===== src/rtl/fetch_stage_pkg.sv =====
// Shared fetch-stage types and constants: FSM state encoding, the bubble
// instruction (also the F/D register reset value) and the reset PC.
package fetch_stage_pkg;

    typedef enum logic [1:0] {
        FETCH,
        WAIT,
        HOLD,
        DROP
    } fetch_state_t;

    localparam logic [31:0] FD_NOP_INSTR     = 32'hC000_0000;
    localparam logic [31:0] DEFAULT_RESET_PC = 32'h0000_0000;
    localparam int          DEFAULT_PC_STEP  = 4;

endpackage


===== src/rtl/fetch_stage_if.sv =====
// Instruction-memory request/response bus between the fetch stage (master)
// and instruction memory (slave).
interface fetch_stage_if #(
    parameter int ADDR_WIDTH = 32,
    parameter int DATA_WIDTH = 32
);

    logic                  imem_req;
    logic [ADDR_WIDTH-1:0] imem_addr;
    logic                  imem_rvalid;
    logic [DATA_WIDTH-1:0] imem_rdata;

    modport master (
        output imem_req,
        output imem_addr,
        input  imem_rvalid,
        input  imem_rdata
    );

    modport slave (
        input  imem_req,
        input  imem_addr,
        output imem_rvalid,
        output imem_rdata
    );

endinterface


===== src/rtl/fetch_stage.sv =====
// Instruction-fetch stage: owns the PC, issues single-outstanding requests to
// variable-latency instruction memory, and feeds decode one word at a time.
module fetch_stage
    import fetch_stage_pkg::*;
#(
    parameter int                    ADDR_WIDTH = 32,
    parameter int                    DATA_WIDTH = 32,
    parameter logic [ADDR_WIDTH-1:0] RESET_PC   = DEFAULT_RESET_PC,
    parameter int                    PC_STEP    = DEFAULT_PC_STEP,
    parameter logic [DATA_WIDTH-1:0] NOP_INSTR  = FD_NOP_INSTR
) (
    input  logic                  CLK,
    input  logic                  RST,
    input  logic                  StallF,
    input  logic                  RedirectE,
    input  logic [ADDR_WIDTH-1:0] TargetE,
    fetch_stage_if.master         imem,
    output logic [DATA_WIDTH-1:0] InstrF,
    output logic                  ValidF,
    output logic [ADDR_WIDTH-1:0] PCF,
    output logic [ADDR_WIDTH-1:0] PCPlus4F,
    output logic                  ProtoErr
);

    fetch_state_t          state, state_n;
    logic [ADDR_WIDTH-1:0] pc, pc_n;
    logic [DATA_WIDTH-1:0] buffer, buffer_n;
    logic                  protoerr, protoerr_n;

    always_ff @(posedge CLK or posedge RST) begin
        if (RST) begin
            state    <= FETCH;
            pc       <= RESET_PC;
            buffer   <= NOP_INSTR;
            protoerr <= 1'b0;
        end else begin
            state    <= state_n;
            pc       <= pc_n;
            buffer   <= buffer_n;
            protoerr <= protoerr_n;
        end
    end

    // A redirect always wins; a response that arrives after a redirect in WAIT
    // belongs to the old path and is swallowed in DROP.
    always_comb begin
        state_n    = state;
        pc_n       = pc;
        buffer_n   = buffer;
        protoerr_n = protoerr;
        case (state)
            FETCH: begin
                if (imem.imem_rvalid) protoerr_n = 1'b1;
                if (RedirectE) pc_n = TargetE;
                else           state_n = WAIT;
            end
            WAIT: begin
                if (imem.imem_rvalid) begin
                    if (RedirectE) begin
                        pc_n    = TargetE;
                        state_n = FETCH;
                    end else begin
                        buffer_n = imem.imem_rdata;
                        state_n  = HOLD;
                    end
                end else if (RedirectE) begin
                    pc_n    = TargetE;
                    state_n = DROP;
                end
            end
            HOLD: begin
                if (imem.imem_rvalid) protoerr_n = 1'b1;
                if (RedirectE) begin
                    pc_n     = TargetE;
                    buffer_n = NOP_INSTR;
                    state_n  = FETCH;
                end else if (!StallF) begin
                    pc_n    = pc + ADDR_WIDTH'(PC_STEP);
                    state_n = FETCH;
                end
            end
            DROP: begin
                if (RedirectE)        pc_n = TargetE;
                if (imem.imem_rvalid) state_n = FETCH;
            end
            default: state_n = FETCH;
        endcase
    end

    assign imem.imem_req  = (state == FETCH) && !RedirectE && !RST;
    assign imem.imem_addr = pc;
    assign ValidF         = (state == HOLD);
    assign InstrF         = (state == HOLD) ? buffer : NOP_INSTR;
    assign PCF            = pc;
    assign PCPlus4F       = pc + ADDR_WIDTH'(PC_STEP);
    assign ProtoErr       = protoerr;

endmodule


===== src/flat_wrapper.sv =====
// flat-port wrapper written by rule: the top's interface ports become plain ports
module fetch_stage_flat import fetch_stage_pkg::*;
#(
    parameter int                    ADDR_WIDTH = 32,
    parameter int                    DATA_WIDTH = 32,
    parameter logic [ADDR_WIDTH-1:0] RESET_PC   = DEFAULT_RESET_PC,
    parameter int                    PC_STEP    = DEFAULT_PC_STEP,
    parameter logic [DATA_WIDTH-1:0] NOP_INSTR  = FD_NOP_INSTR
)
  (CLK, RST, StallF, RedirectE, TargetE, InstrF, ValidF, PCF, PCPlus4F, ProtoErr, imem_imem_req, imem_imem_addr, imem_imem_rvalid, imem_imem_rdata);
  fetch_stage_if #(.ADDR_WIDTH(ADDR_WIDTH), .DATA_WIDTH(DATA_WIDTH)) imem_i ();
  input  logic CLK;
  input  logic RST;
  input  logic StallF;
  input  logic RedirectE;
  input  logic [ADDR_WIDTH-1:0] TargetE;
  output logic [DATA_WIDTH-1:0] InstrF;
  output logic ValidF;
  output logic [ADDR_WIDTH-1:0] PCF;
  output logic [ADDR_WIDTH-1:0] PCPlus4F;
  output logic ProtoErr;
  output wire logic [$bits(imem_i.imem_req)-1:0] imem_imem_req;
  output wire logic [$bits(imem_i.imem_addr)-1:0] imem_imem_addr;
  input wire logic [$bits(imem_i.imem_rvalid)-1:0] imem_imem_rvalid;
  input wire logic [$bits(imem_i.imem_rdata)-1:0] imem_imem_rdata;
  assign imem_imem_req = imem_i.imem_req;
  assign imem_imem_addr = imem_i.imem_addr;
  assign imem_i.imem_rvalid = imem_imem_rvalid;
  assign imem_i.imem_rdata = imem_imem_rdata;
  fetch_stage #(.ADDR_WIDTH(ADDR_WIDTH), .DATA_WIDTH(DATA_WIDTH), .RESET_PC(RESET_PC), .PC_STEP(PC_STEP), .NOP_INSTR(NOP_INSTR)) u_core (.CLK(CLK), .RST(RST), .StallF(StallF), .RedirectE(RedirectE), .TargetE(TargetE), .imem(imem_i), .InstrF(InstrF), .ValidF(ValidF), .PCF(PCF), .PCPlus4F(PCPlus4F), .ProtoErr(ProtoErr));
endmodule

===== config.mk =====
export PLATFORM = sky130hd
export DESIGN_NAME = fetch_stage_flat
export DESIGN_NICKNAME = d
export VERILOG_FILES = /design/src/rtl/fetch_stage_pkg.sv /design/src/rtl/fetch_stage_if.sv /design/src/rtl/fetch_stage.sv /design/src/flat_wrapper.sv
export SDC_FILE = /design/constraint.sdc
export NUM_CORES = 1
export LEC_CHECK = 0
export BUFFER_PORTS_ARGS = -buffer_cell sky130_fd_sc_hd__buf_4
export CAP_MARGIN = 20
export CORE_AREA = 4 4 104 106
export CTS_BUF_LIST = sky130_fd_sc_hd__clkbuf_8 sky130_fd_sc_hd__clkbuf_16
export DETAILED_ROUTE_END_ITERATION = 8
export DIE_AREA = 0 0 108 110
export PLACE_DENSITY_LB_ADDON = 0.05
export SLEW_MARGIN = 20
export SYNTH_ARGS = -nofsm -noshare
export SYNTH_HDL_FRONTEND = slang
export SYNTH_SLANG_ARGS = --single-unit

===== constraint.sdc =====
create_clock -name CLK -period 2.05 [get_ports CLK]
set_clock_uncertainty 0.2 [all_clocks]
set_input_delay 0.1025 -clock CLK [delete_from_list [all_inputs] [get_ports CLK]]
set_output_delay 0.1025 -clock CLK [all_outputs]
set_load 0.03 [all_outputs]

==> run metrics <==
status=finished, violations left; failing checks=setup timing; power per cell area=728.4 nW/µm²; Die H=110 µm; min Tclk post-route=2.443 ns; filler instances=591; final cell count without fillers=903; maximum vdd drop=0.5276 mV; CP Cell Sequence=nand4_1 > or4_4 > buf_8 > buf_4 > nor2_4 > xor2_4 > buf_6; Detailed Place HPWL=9693 µm; synth warn=0; dpl ws=-0.1593 ns; commonest cells after routing, fill and taps aside=buf_4 (258), dlygate4sd3_1 (70), buf_6 (44), dfrtp_1 (44), nand2_1 (34); Max H-tree Level=3; slowest stage delay, CP=0.48 ns; Die Width=108 µm; final period utilization=1.192; Top Ports=200; Layout Utilization=0.8182; pin count of the biggest net entering global routing=35; Final Power=5.826 mW; most common cell after layout, fill and taps aside=buf_4; PortBufs=199; drt pass-1 iters=4; Worst Tran Pin Value=0.3655 ns; Core Box Area=9774 µm²; # diodes=0; final worst slack=-0.3931 ns; WP buf/inv=3; residual overflow from global routing=0; Crit path required time=1.75 ns; endpoints failing setup=35; Synth Register Bits=67; crit end category=primary output; vias in the first global route=4832; sequential area share after synthesis=0.4106; Clk pin slew, worst setup/hold paths=0.08 ns; Routed WL=15390 µm; Root Buffer=clkbuf_8; full die area=11880 µm²; placed cell area=6286 µm²; row cnt=36; first-pass GRT wire length=23730 µm; Crit Path Category=flip-flop to primary output; final hold vios=0; CTS tree=built; Slowest-stage cell, CP=or4_4; hold slack final=0.03803 ns; Synth cell types=47; Area Overhead vs Synth=95.59%; cts bufs inserted=9; DRC Markers=0; Net Sw Power=2.289 mW; Leakage=3.731 nW; Mean Syn Cell Area=9.189 µm²; Cell Int Power=3.537 mW; Routed Antenna Nets=0; Syn Inst Count=445; Finished Cell Area=7998 µm²; gr usage total=0.2515; Fmax=409.3 MHz; routed vias=4673; Final Max Slew Viols=0; Worst Path Arrival=2.14 ns; fraction of layout cells with a size suffix above 1=0.5571; number of vias per cell=5.175; DR iter-0 viols=244; Post-Syn Nets=515; Hold WC Path Type=input pin to flip-flop; DP Cell Count=779; unrepaired setup endpoints after global routing=true; Flop pwr share=0.337; Placer Congestion=0.8238; wire length per cell=17.05 µm; Gate power share=0.465; Setup crit start kind=flip-flop; fin nets=835; initial antenna violation count=0; Max FO, Critical Path=7; maxcap violations=0; Fin Setup TNS=-8.402 ns; starting density of the core=0.4183; Top delay family on crit path=simple AND/OR/NAND/NOR gates; relative slew slack=0.7558; CTS Sinks=67; Mapped Area=4089 µm²; Clock Tree Buf Depth=2; Sw Ratio=0.3928; clock insertion delay at the later pin of the skew report=0.35 ns; Clk pwr share=0.198
==> state kept, by name, indices dropped and copies added, names as in the netlist <==
signal and count:
u_core.PCF 32, u_core.ProtoErr 1, u_core.buffer 32, u_core.state 2
==> Yosys cell counts (all sizes together) <==
cell / count / area share
and2: 30 / 0.046
nor3b: 1 / 0.0018
nor2: 28 / 0.026
or4b: 1 / 0.0024
o2bb2ai: 1 / 0.0021
mux2i: 2 / 0.0049
nor2b: 3 / 0.0046
a2bb2oi: 1 / 0.0021
a221o: 2 / 0.0049
nand3: 11 / 0.013
nor3: 10 / 0.012
o21ai: 15 / 0.018
o41ai: 2 / 0.0043
a21oi: 2 / 0.0024
a22o: 31 / 0.066
dfstp: 2 / 0.013
mux2: 2 / 0.0055
nor4: 8 / 0.012
clkbuf: 28 / 0.026
or4: 11 / 0.020
o22a: 2 / 0.0043
and3: 5 / 0.0076
a21o: 2 / 0.0037
dfrtp: 65 / 0.40
and4: 4 / 0.0086
or3b: 2 / 0.0043
inv: 4 / 0.0037
or2: 5 / 0.0076
a31oi: 13 / 0.020
nand2b: 3 / 0.0046
o311ai: 3 / 0.0064
nand4b: 1 / 0.0021
buf: 41 / 0.074
or3: 4 / 0.0061
xor2: 17 / 0.036
xnor2: 22 / 0.047
nand2: 36 / 0.033
ha: 1 / 0.0031
o31ai: 10 / 0.018
nand4: 14 / 0.023
==> worst register-to-register path, delay by kind of cell, from the launching register on <==
| kind | cells | cell delay, ns |
|---|---|---|
| simple gates | 3 | 1.15 |
| buf+inv | 3 | 0.39 |
| flops | 1 | 0.42 |
| compound gates | 1 | 0.17 |
==> layer usage <==
| layer | wire length [µm] | track usage | vias to the layer above |
|---|---|---|---|
| li1 | - | - | 2180 |
| met1 | 6346 | 0.3209 | 2287 |
| met2 | 7810 | 0.4374 | 185 |
| met3 | 1043 | 0.05882 | 21 |
| met4 | 191 | 0.05500 | 0 |
| met5 | 0 | 0 | - |
==> power by group through the flow <==
stage	Clock [mW]	Combinational [mW]	Sequential [mW]
global placement	0	2.38	1.95
finish	1.15	2.71	1.97
detailed placement	0	2.40	1.97
CTS	1.16	2.61	1.95
global route	1.22	2.89	2.01
floorplan	0	1.44	2.09
==> what timing repair did <==
item / in CTS / in global routing
gates resized for setup: 59 / 58
pin swaps: 42 / 33
setup buffers: 28 / 13
setup endpoints to repair: 33 / 73
gates cloned: 2 / 0
hold buffers: 70 / 0
endpoints found under the hold margin: 132 / 0
==> final cells by class <==
cell class / count / area, µm² / share of cell area
flip-flops and latches: 67 / 1705 / 0.2132
well taps: 133 / 166.4 / 0.02081
clock inverters: 7 / 75.07 / 0.009387
clock buffers: 9 / 123.9 / 0.01549
repair buffers: 377 / 3223 / 0.4030
multi-input cells: 306 / 2689 / 0.3362
inverters: 4 / 15.01 / 0.001877
==> cell families (layout without fill, tap and decap cells) <==
logic type | after synthesis | in the layout | share of synthesized area
fa+ha+maj | 1 | 1 | 0.003059
mux | 4 | 4 | 0.01040
buf+inv | 73 | 397 | 0.1034
flops | 67 | 67 | 0.4106
xor+xnor | 39 | 39 | 0.08354
compound gates | 84 | 84 | 0.1533
simple gates | 177 | 178 | 0.2356
==> final timing paths <==
check | start | cells after the start | endpoint | slack [ns]
max | u_core.PCF[13]$_DFFE_PP0P_ | 7 | PCPlus4F[17] | -0.39
min | StallF | 5 | u_core.PCF[29]$_DFFE_PP0P_ | 0.04
max reg2reg | u_core.PCF[13]$_DFFE_PP0P_ | 7 | u_core.PCF[17]$_DFFE_PP0P_ | -0.36
min reg2reg | u_core.ProtoErr$_DFFE_PP0P_ | 1 | u_core.ProtoErr$_DFFE_PP0P_ | 0.28
max in group asynchronous | RST | 4 | u_core.buffer[31]$_DFFE_PP1P_ | 0.93
min in group asynchronous | RST | 3 | u_core.buffer[0]$_DFFE_PP0P_ | 0.07
(Power assumes the default switching activity.)
